--- src/rtl/bram_sdp_window.sv ---
// bram_sdp_window
//
// Single-clock simple dual-port RAM whose read port returns a window of LANES
// consecutive words starting at any base address. Reads go through one (S1)
// or two (S1 + S2) pipeline stages with a valid/ready handshake, so the block
// can drive a stalling consumer directly.
//
// Ports
//   clk         single clock for both ports
//   rst_n       asynchronous active-low reset; clears the read pipeline only,
//               never the memory contents
//   we          write enable
//   addr_write  write address
//   data_in     write data
//   rd_req      read request, accepted when rd_req && rd_ack
//   rd_ack      read pipeline can take a request this cycle
//   addr_read   window base address, sampled on acceptance
//   data_out    lane i in bits [i*WIDTH +: WIDTH] = word at base+i
//   lane_mask   bit i set = lane i holds a real memory word
//   data_valid  data_out / lane_mask are valid
//   data_ready  consumer takes the window when data_valid && data_ready

module bram_sdp_window #(
    parameter int    WIDTH   = 8,
    parameter int    DEPTH   = 256,
    parameter int    LANES   = 4,
    parameter int    OUT_REG = 0,
    parameter int    WRAP    = 1,
    parameter string INIT_F  = "",
    localparam int   ADDRW   = $clog2(DEPTH)
) (
    input  logic                   clk,
    input  logic                   rst_n,
    input  logic                   we,
    input  logic [ADDRW-1:0]       addr_write,
    input  logic [WIDTH-1:0]       data_in,
    input  logic                   rd_req,
    output logic                   rd_ack,
    input  logic [ADDRW-1:0]       addr_read,
    output logic [LANES*WIDTH-1:0] data_out,
    output logic [LANES-1:0]       lane_mask,
    output logic                   data_valid,
    input  logic                   data_ready
);

    logic [WIDTH-1:0] mem_q [DEPTH];

    always_ff @(posedge clk) begin
        if (we) begin
            mem_q[addr_write] <= data_in;
        end
    end

    // Window gather. S1 samples mem_q on the same edge a write lands, so a
    // read and write to the same word in one cycle returns the old word.
    logic [LANES*WIDTH-1:0] win_d;
    logic [LANES-1:0]       wmask_d;
    logic [ADDRW:0]         lane_sum;
    logic [ADDRW-1:0]       lane_idx;

    always_comb begin
        win_d    = '0;
        wmask_d  = '0;
        lane_sum = '0;
        lane_idx = '0;
        for (int i = 0; i < LANES; i++) begin
            // One extra bit so the overflow past DEPTH-1 is visible.
            lane_sum = {1'b0, addr_read} + (ADDRW+1)'(i);
            if (WRAP != 0) begin
                lane_idx = ADDRW'(lane_sum % (ADDRW+1)'(DEPTH));
                win_d[i*WIDTH +: WIDTH] = mem_q[lane_idx];
                wmask_d[i] = 1'b1;
            end else if (lane_sum <= (ADDRW+1)'(DEPTH-1)) begin
                win_d[i*WIDTH +: WIDTH] = mem_q[lane_sum[ADDRW-1:0]];
                wmask_d[i] = 1'b1;
            end
        end
    end

    // Stage S1
    logic                   v1_q, v1_d;
    logic [LANES*WIDTH-1:0] d1_q;
    logic [LANES-1:0]       m1_q;
    logic                   accept;
    logic                   s1_free;    // S1 contents leave at this edge

    assign rd_ack = !v1_q || s1_free;
    assign accept = rd_req && rd_ack;
    assign v1_d   = accept ? 1'b1 : (s1_free ? 1'b0 : v1_q);

    always_ff @(posedge clk or negedge rst_n) begin
        if (!rst_n) begin
            v1_q <= 1'b0;
            d1_q <= '0;
            m1_q <= '0;
        end else begin
            v1_q <= v1_d;
            if (accept) begin
                d1_q <= win_d;
                m1_q <= wmask_d;
            end
        end
    end

    generate
        if (OUT_REG == 0) begin : g_direct
            assign s1_free    = data_ready;
            assign data_valid = v1_q;
            assign data_out   = d1_q;
            assign lane_mask  = m1_q;
        end else begin : g_outreg
            logic                   v2_q, v2_d;
            logic [LANES*WIDTH-1:0] d2_q;
            logic [LANES-1:0]       m2_q;
            logic                   s2_load;

            // S2 refills in the same cycle it drains, so no bubble is inserted.
            assign s2_load = v1_q && (!v2_q || data_ready);
            assign s1_free = s2_load;
            assign v2_d    = s2_load ? 1'b1 : (data_ready ? 1'b0 : v2_q);

            always_ff @(posedge clk or negedge rst_n) begin
                if (!rst_n) begin
                    v2_q <= 1'b0;
                    d2_q <= '0;
                    m2_q <= '0;
                end else begin
                    v2_q <= v2_d;
                    if (s2_load) begin
                        d2_q <= d1_q;
                        m2_q <= m1_q;
                    end
                end
            end

            assign data_valid = v2_q;
            assign data_out   = d2_q;
            assign lane_mask  = m2_q;
        end
    endgenerate

endmodule

--- config.mk ---
export PLATFORM = sky130hd
export DESIGN_NAME = bram_sdp_window
export DESIGN_NICKNAME = d
export VERILOG_FILES = /design/src/rtl/bram_sdp_window.sv
export SDC_FILE = /design/constraint.sdc
export NUM_CORES = 2
export LEC_CHECK = 0
export ABC_CLOCK_PERIOD_IN_PS = 2800
export BUFFER_PORTS_ARGS = -buffer_cell sky130_fd_sc_hd__buf_4
export CAP_MARGIN = 15
export CORE_MARGIN = 1.5
export CORE_UTILIZATION = 54
export DETAILED_ROUTE_END_ITERATION = 6
export PLACE_DENSITY = 0.7
export SKIP_CTS_REPAIR_TIMING = 1
export SLEW_MARGIN = 40
export SYNTH_ARGS = -nofsm -noshare
export SYNTH_HDL_FRONTEND = slang
export SYNTH_SLANG_ARGS = --single-unit
export TNS_END_PERCENT = 100
--- constraint.sdc ---
create_clock -name clk -period 2.8 [get_ports clk]
set_input_delay 0.14 -clock clk [delete_from_list [all_inputs] [get_ports clk]]
set_output_delay 0.14 -clock clk [all_outputs]
set_load 0.02 [all_outputs]
==> flow_metrics.env <==
export IMPL_viasPerCell=7.930
export IMPL_final_cell_mix="2302 x mux4_2, 2048 x edfxtp_1, 1227 x buf_4"
export IMPL_switching_share_pct=27.88
export IMPL_grt_antenna_before_repair=39
export IMPL_clock_tree_htree_level_count=4
export IMPL_min_from="addr_write[4]"
export IMPL_rsz0062_at_grt="true"
export IMPL_dr_total_vias=90560
export IMPL_postPlaceCellArea_um2=144600
export IMPL_cts_tree="built"
export IMPL_drt_iter0_markers=15700
export IMPL_reg2reg_slack_ns=-0.05
export IMPL_timing_critical_path_from_type="input pin"
export IMPL_synth_cells=7033
export IMPL_critical_path_slowest_cell="o311ai_0"
export IMPL_footprint_of_the_multi_input_gates_um2=64990
export IMPL_dr_pass1_iters=7
export IMPL_final_cell_area_um2=153100
export IMPL_power_combinational_fraction_pct=20.5
export IMPL_power_frac_clock_pct=37.0
export IMPL_clock_sink_count=2082
export IMPL_fin_worst_skew_ns=0.05095
export IMPL_detailed_placer_s_ending_hpwl_um=347700
export IMPL_cp_cell_instances="dlygate4sd3_1 -> buf_4 -> nand4_1 -> buf_4 -> o21a_1 -> nor2_2 -> buf_4 -> a211oi_1 -> buf_4 -> o311ai_0 -> a311oi_1"
export IMPL_worst_skew_pair_late_latency_ns=0.92
export IMPL_via_count_of_the_first_global_routing_pass=86150
export IMPL_worst_hold_path_endpoint="mem_q[186][2]"
export IMPL_grtUsageMet2_pct=58.25
export IMPL_placeableCoreArea_um2=240500
export IMPL_yosys_most_used_dff="edfxtp_1"
export IMPL_place_port_buffers=66
export IMPL_maximum_operating_frequency_mhz=339.1
export IMPL_first_pass_grt_wire_length_um=679400
export IMPL_gp_congestion=1.069
export IMPL_reg2reg_from="mem_q[33][0]"
export IMPL_crit_type="input pin to flop"
export IMPL_synth_cell_types=64
export IMPL_depth_of_the_worst_register_to_register_path=7
export IMPL_worstSetupEndpointType="flop"
export IMPL_drv_cap=0
export IMPL_status="complete, but fails checks"
export IMPL_pre_cts_slack_ns=-1.412
export IMPL_holdPathStages=4
export IMPL_power_total_mw=81.95
export IMPL_post_route_min_period_ns=2.949
export IMPL_internal_power_mw=59.10
export IMPL_drc_errors=6
export IMPL_max_slew_margin_rel_pct=29.50
export IMPL_timing_critical_path_slowest_cell_delay_ns=0.70
export IMPL_final_common_cell="mux4_2"
export IMPL_synthesis_stage_register_bit_count=2082
export IMPL_drv_slew=0
export IMPL_avgSynthCellArea_um2=18.57
export IMPL_violations="design-rule violations, negative setup slack"
export IMPL_root_buffer="clkbuf_16"
export IMPL_yosys_warnings=0
export IMPL_route_final_wire_length_um=492100
export IMPL_synthesis_area_um2=130600
export IMPL_cts_max_path_bufs=3
export IMPL_drive_gt1_share_pct=51.72
export IMPL_async_flop_share_pct=1.633
export IMPL_crit_top_cell="buf_4"
export IMPL_global_route_peak_usage_layer="met2"
export IMPL_routedWlPerCell_um=43.10
export IMPL_largest_net_degree_at_the_start_of_global_routing=125
export IMPL_antenna_left=0
export IMPL_cts_buffers_inserted=225
export IMPL_gr_usage_met3_pct=17.32
export IMPL_portion_of_the_clock_cycle_consumed_by_the_worst_path_in_the_final_layout_pct=105.3
export IMPL_total_power_density_per_cell_area_nw_per_um2=535.3
export IMPL_die_area_um2=244800
export IMPL_fin_worst_hold_slack_ns=0.007879
export IMPL_power_ir_vdd_worst_uv=629.8
export IMPL_start_util_pct=54.30
export IMPL_syn2layout_area_growth_pct=17.22
export IMPL_nets=8046
export IMPL_cp_max_fo=12
export IMPL_fp_row_count=180
export IMPL_hold_path_class="input pin to flop"
export IMPL_global_route_usage_total_pct=40.36
export IMPL_power_leakage_nw=50.58
export IMPL_grt_use_met1_pct=50.92
export IMPL_cp_data_required_time_ns=3.56
export IMPL_setup_ws_ns=-0.1493
export IMPL_die_width_um=494.8
export IMPL_setup_viol=14
export IMPL_seqPwrFrac_pct=42.5
export IMPL_power_switching_mw=22.85
export IMPL_clkTransAtPathRegs_ns=0.06
export IMPL_synth_edff_count=2048
export IMPL_ioPinCount=67
export IMPL_globalRoute_totalOverflow=0
export IMPL_die_y_um=494.8
export IMPL_register_area_um2=62350
export IMPL_postSynthNetCount=7067
export IMPL_worst_tran_pin_value_ns=1.051
export IMPL_critical_path_arrival_ns=3.71
export IMPL_fin_tns_setup_ns=-0.8121
export IMPL_yosysSeqAreaShare_pct=47.74
export IMPL_filler_cell_count=16440
export IMPL_reg_to_reg_endpoint="data_out[16]"
export IMPL_hold_violations=0
## critical path, delay by kind of cell
family / cells / cell delay [ns]
compound gates: 4 / 1.19
simple gates: 2 / 0.73
buf+inv: 5 / 1.62
## per-stage QoR
stage / utilization [%] / instances
3_3_place_gp: 60.13 / 10910
6_report: 63.65 / 11420
4_1_cts: 63.22 / 11330
3_5_place_dp: 60.14 / 10910
2_1_floorplan: - / 7033
5_1_grt: 63.62 / 11390
## flip-flops by register name, summed over array words and instances (netlist names)
name,flops
data_valid,1
lane_mask,1
mem_q,2048
data_out,32
## routing by layer
metal,share of wire [%],up-vias
met3,17,1543
met5,0.036,-
met2,44,8681
li1,-,33460
met1,31,46850
met4,7.2,30
## cell usage after synthesis (10+ instances only)
cell type / number / share of area [%]
a211oi_1: 108 / 0.62
a21oi_1: 118 / 0.45
a221oi_1: 57 / 0.38
a22o_1: 13 / 0.087
a22oi_1: 53 / 0.30
a311oi_1: 12 / 0.080
a31oi_1: 24 / 0.11
and2_1: 12 / 0.057
and3_1: 11 / 0.053
buf_1: 51 / 0.15
buf_2: 281 / 1.1
buf_4: 126 / 0.72
buf_6: 24 / 0.21
clkbuf_1: 247 / 0.71
dfrtp_1: 34 / 0.65
edfxtp_1: 2048 / 47
inv_1: 55 / 0.16
mux2_2: 25 / 0.22
mux2i_1: 407 / 3.1
mux4_2: 2302 / 40
nand2_1: 184 / 0.53
nand2b_1: 14 / 0.067
nand3_1: 61 / 0.23
nand4_1: 25 / 0.12
nor2_1: 340 / 0.98
nor2b_1: 83 / 0.40
nor3_1: 11 / 0.042
o21ai_0: 85 / 0.33
o221ai_1: 18 / 0.12
o22a_1: 17 / 0.11
o22ai_1: 35 / 0.17
o311ai_0: 10 / 0.067
o31ai_1: 21 / 0.12
xnor2_1: 12 / 0.080
## cell type report
type	count	share of cell area, %
flip-flops and latches	2082	40.73
inverters	57	0.1496
repair buffers	1481	9.176
clock inverters	155	1.040
diodes	32	0.05231
well taps	3185	2.603
multi-input cells	4165	42.45
clock buffers	262	3.802
## logic make-up after synthesis
family          share of synthesized area (%)
flops                                   47.74
mux                                     43.03
xor+xnor                               0.1073
fa+ha+maj                             0.04790
buf+inv                                 3.028
simple gates                            2.632
compound gates                          3.416
## power groups by stage
stage	clock network, mW	registers, mW	logic (mW)
floorplan	0	35.3	9.03
global placement	0	35.5	15.9
detailed placement	0	35.5	16.0
CTS	30.5	34.8	16.1
global route	31.5	34.8	17.1
finish	30.3	34.9	16.8
## worst max-delay path by stage
stage                         to  slack, ns          from  cells after the start
floorplan           data_out[14]      -0.39  addr_read[0]                     19
global placement    data_out[28]      -1.46  addr_read[1]                     14
detailed placement  data_out[28]      -1.41  addr_read[1]                     14
CTS                 data_out[28]      -0.49   mem_q[2][4]                      9
global route        data_out[23]      -0.09  addr_read[5]                     13
finish              data_out[24]      -0.15  addr_read[5]                     11
Power figures use the tool's default switching activity.
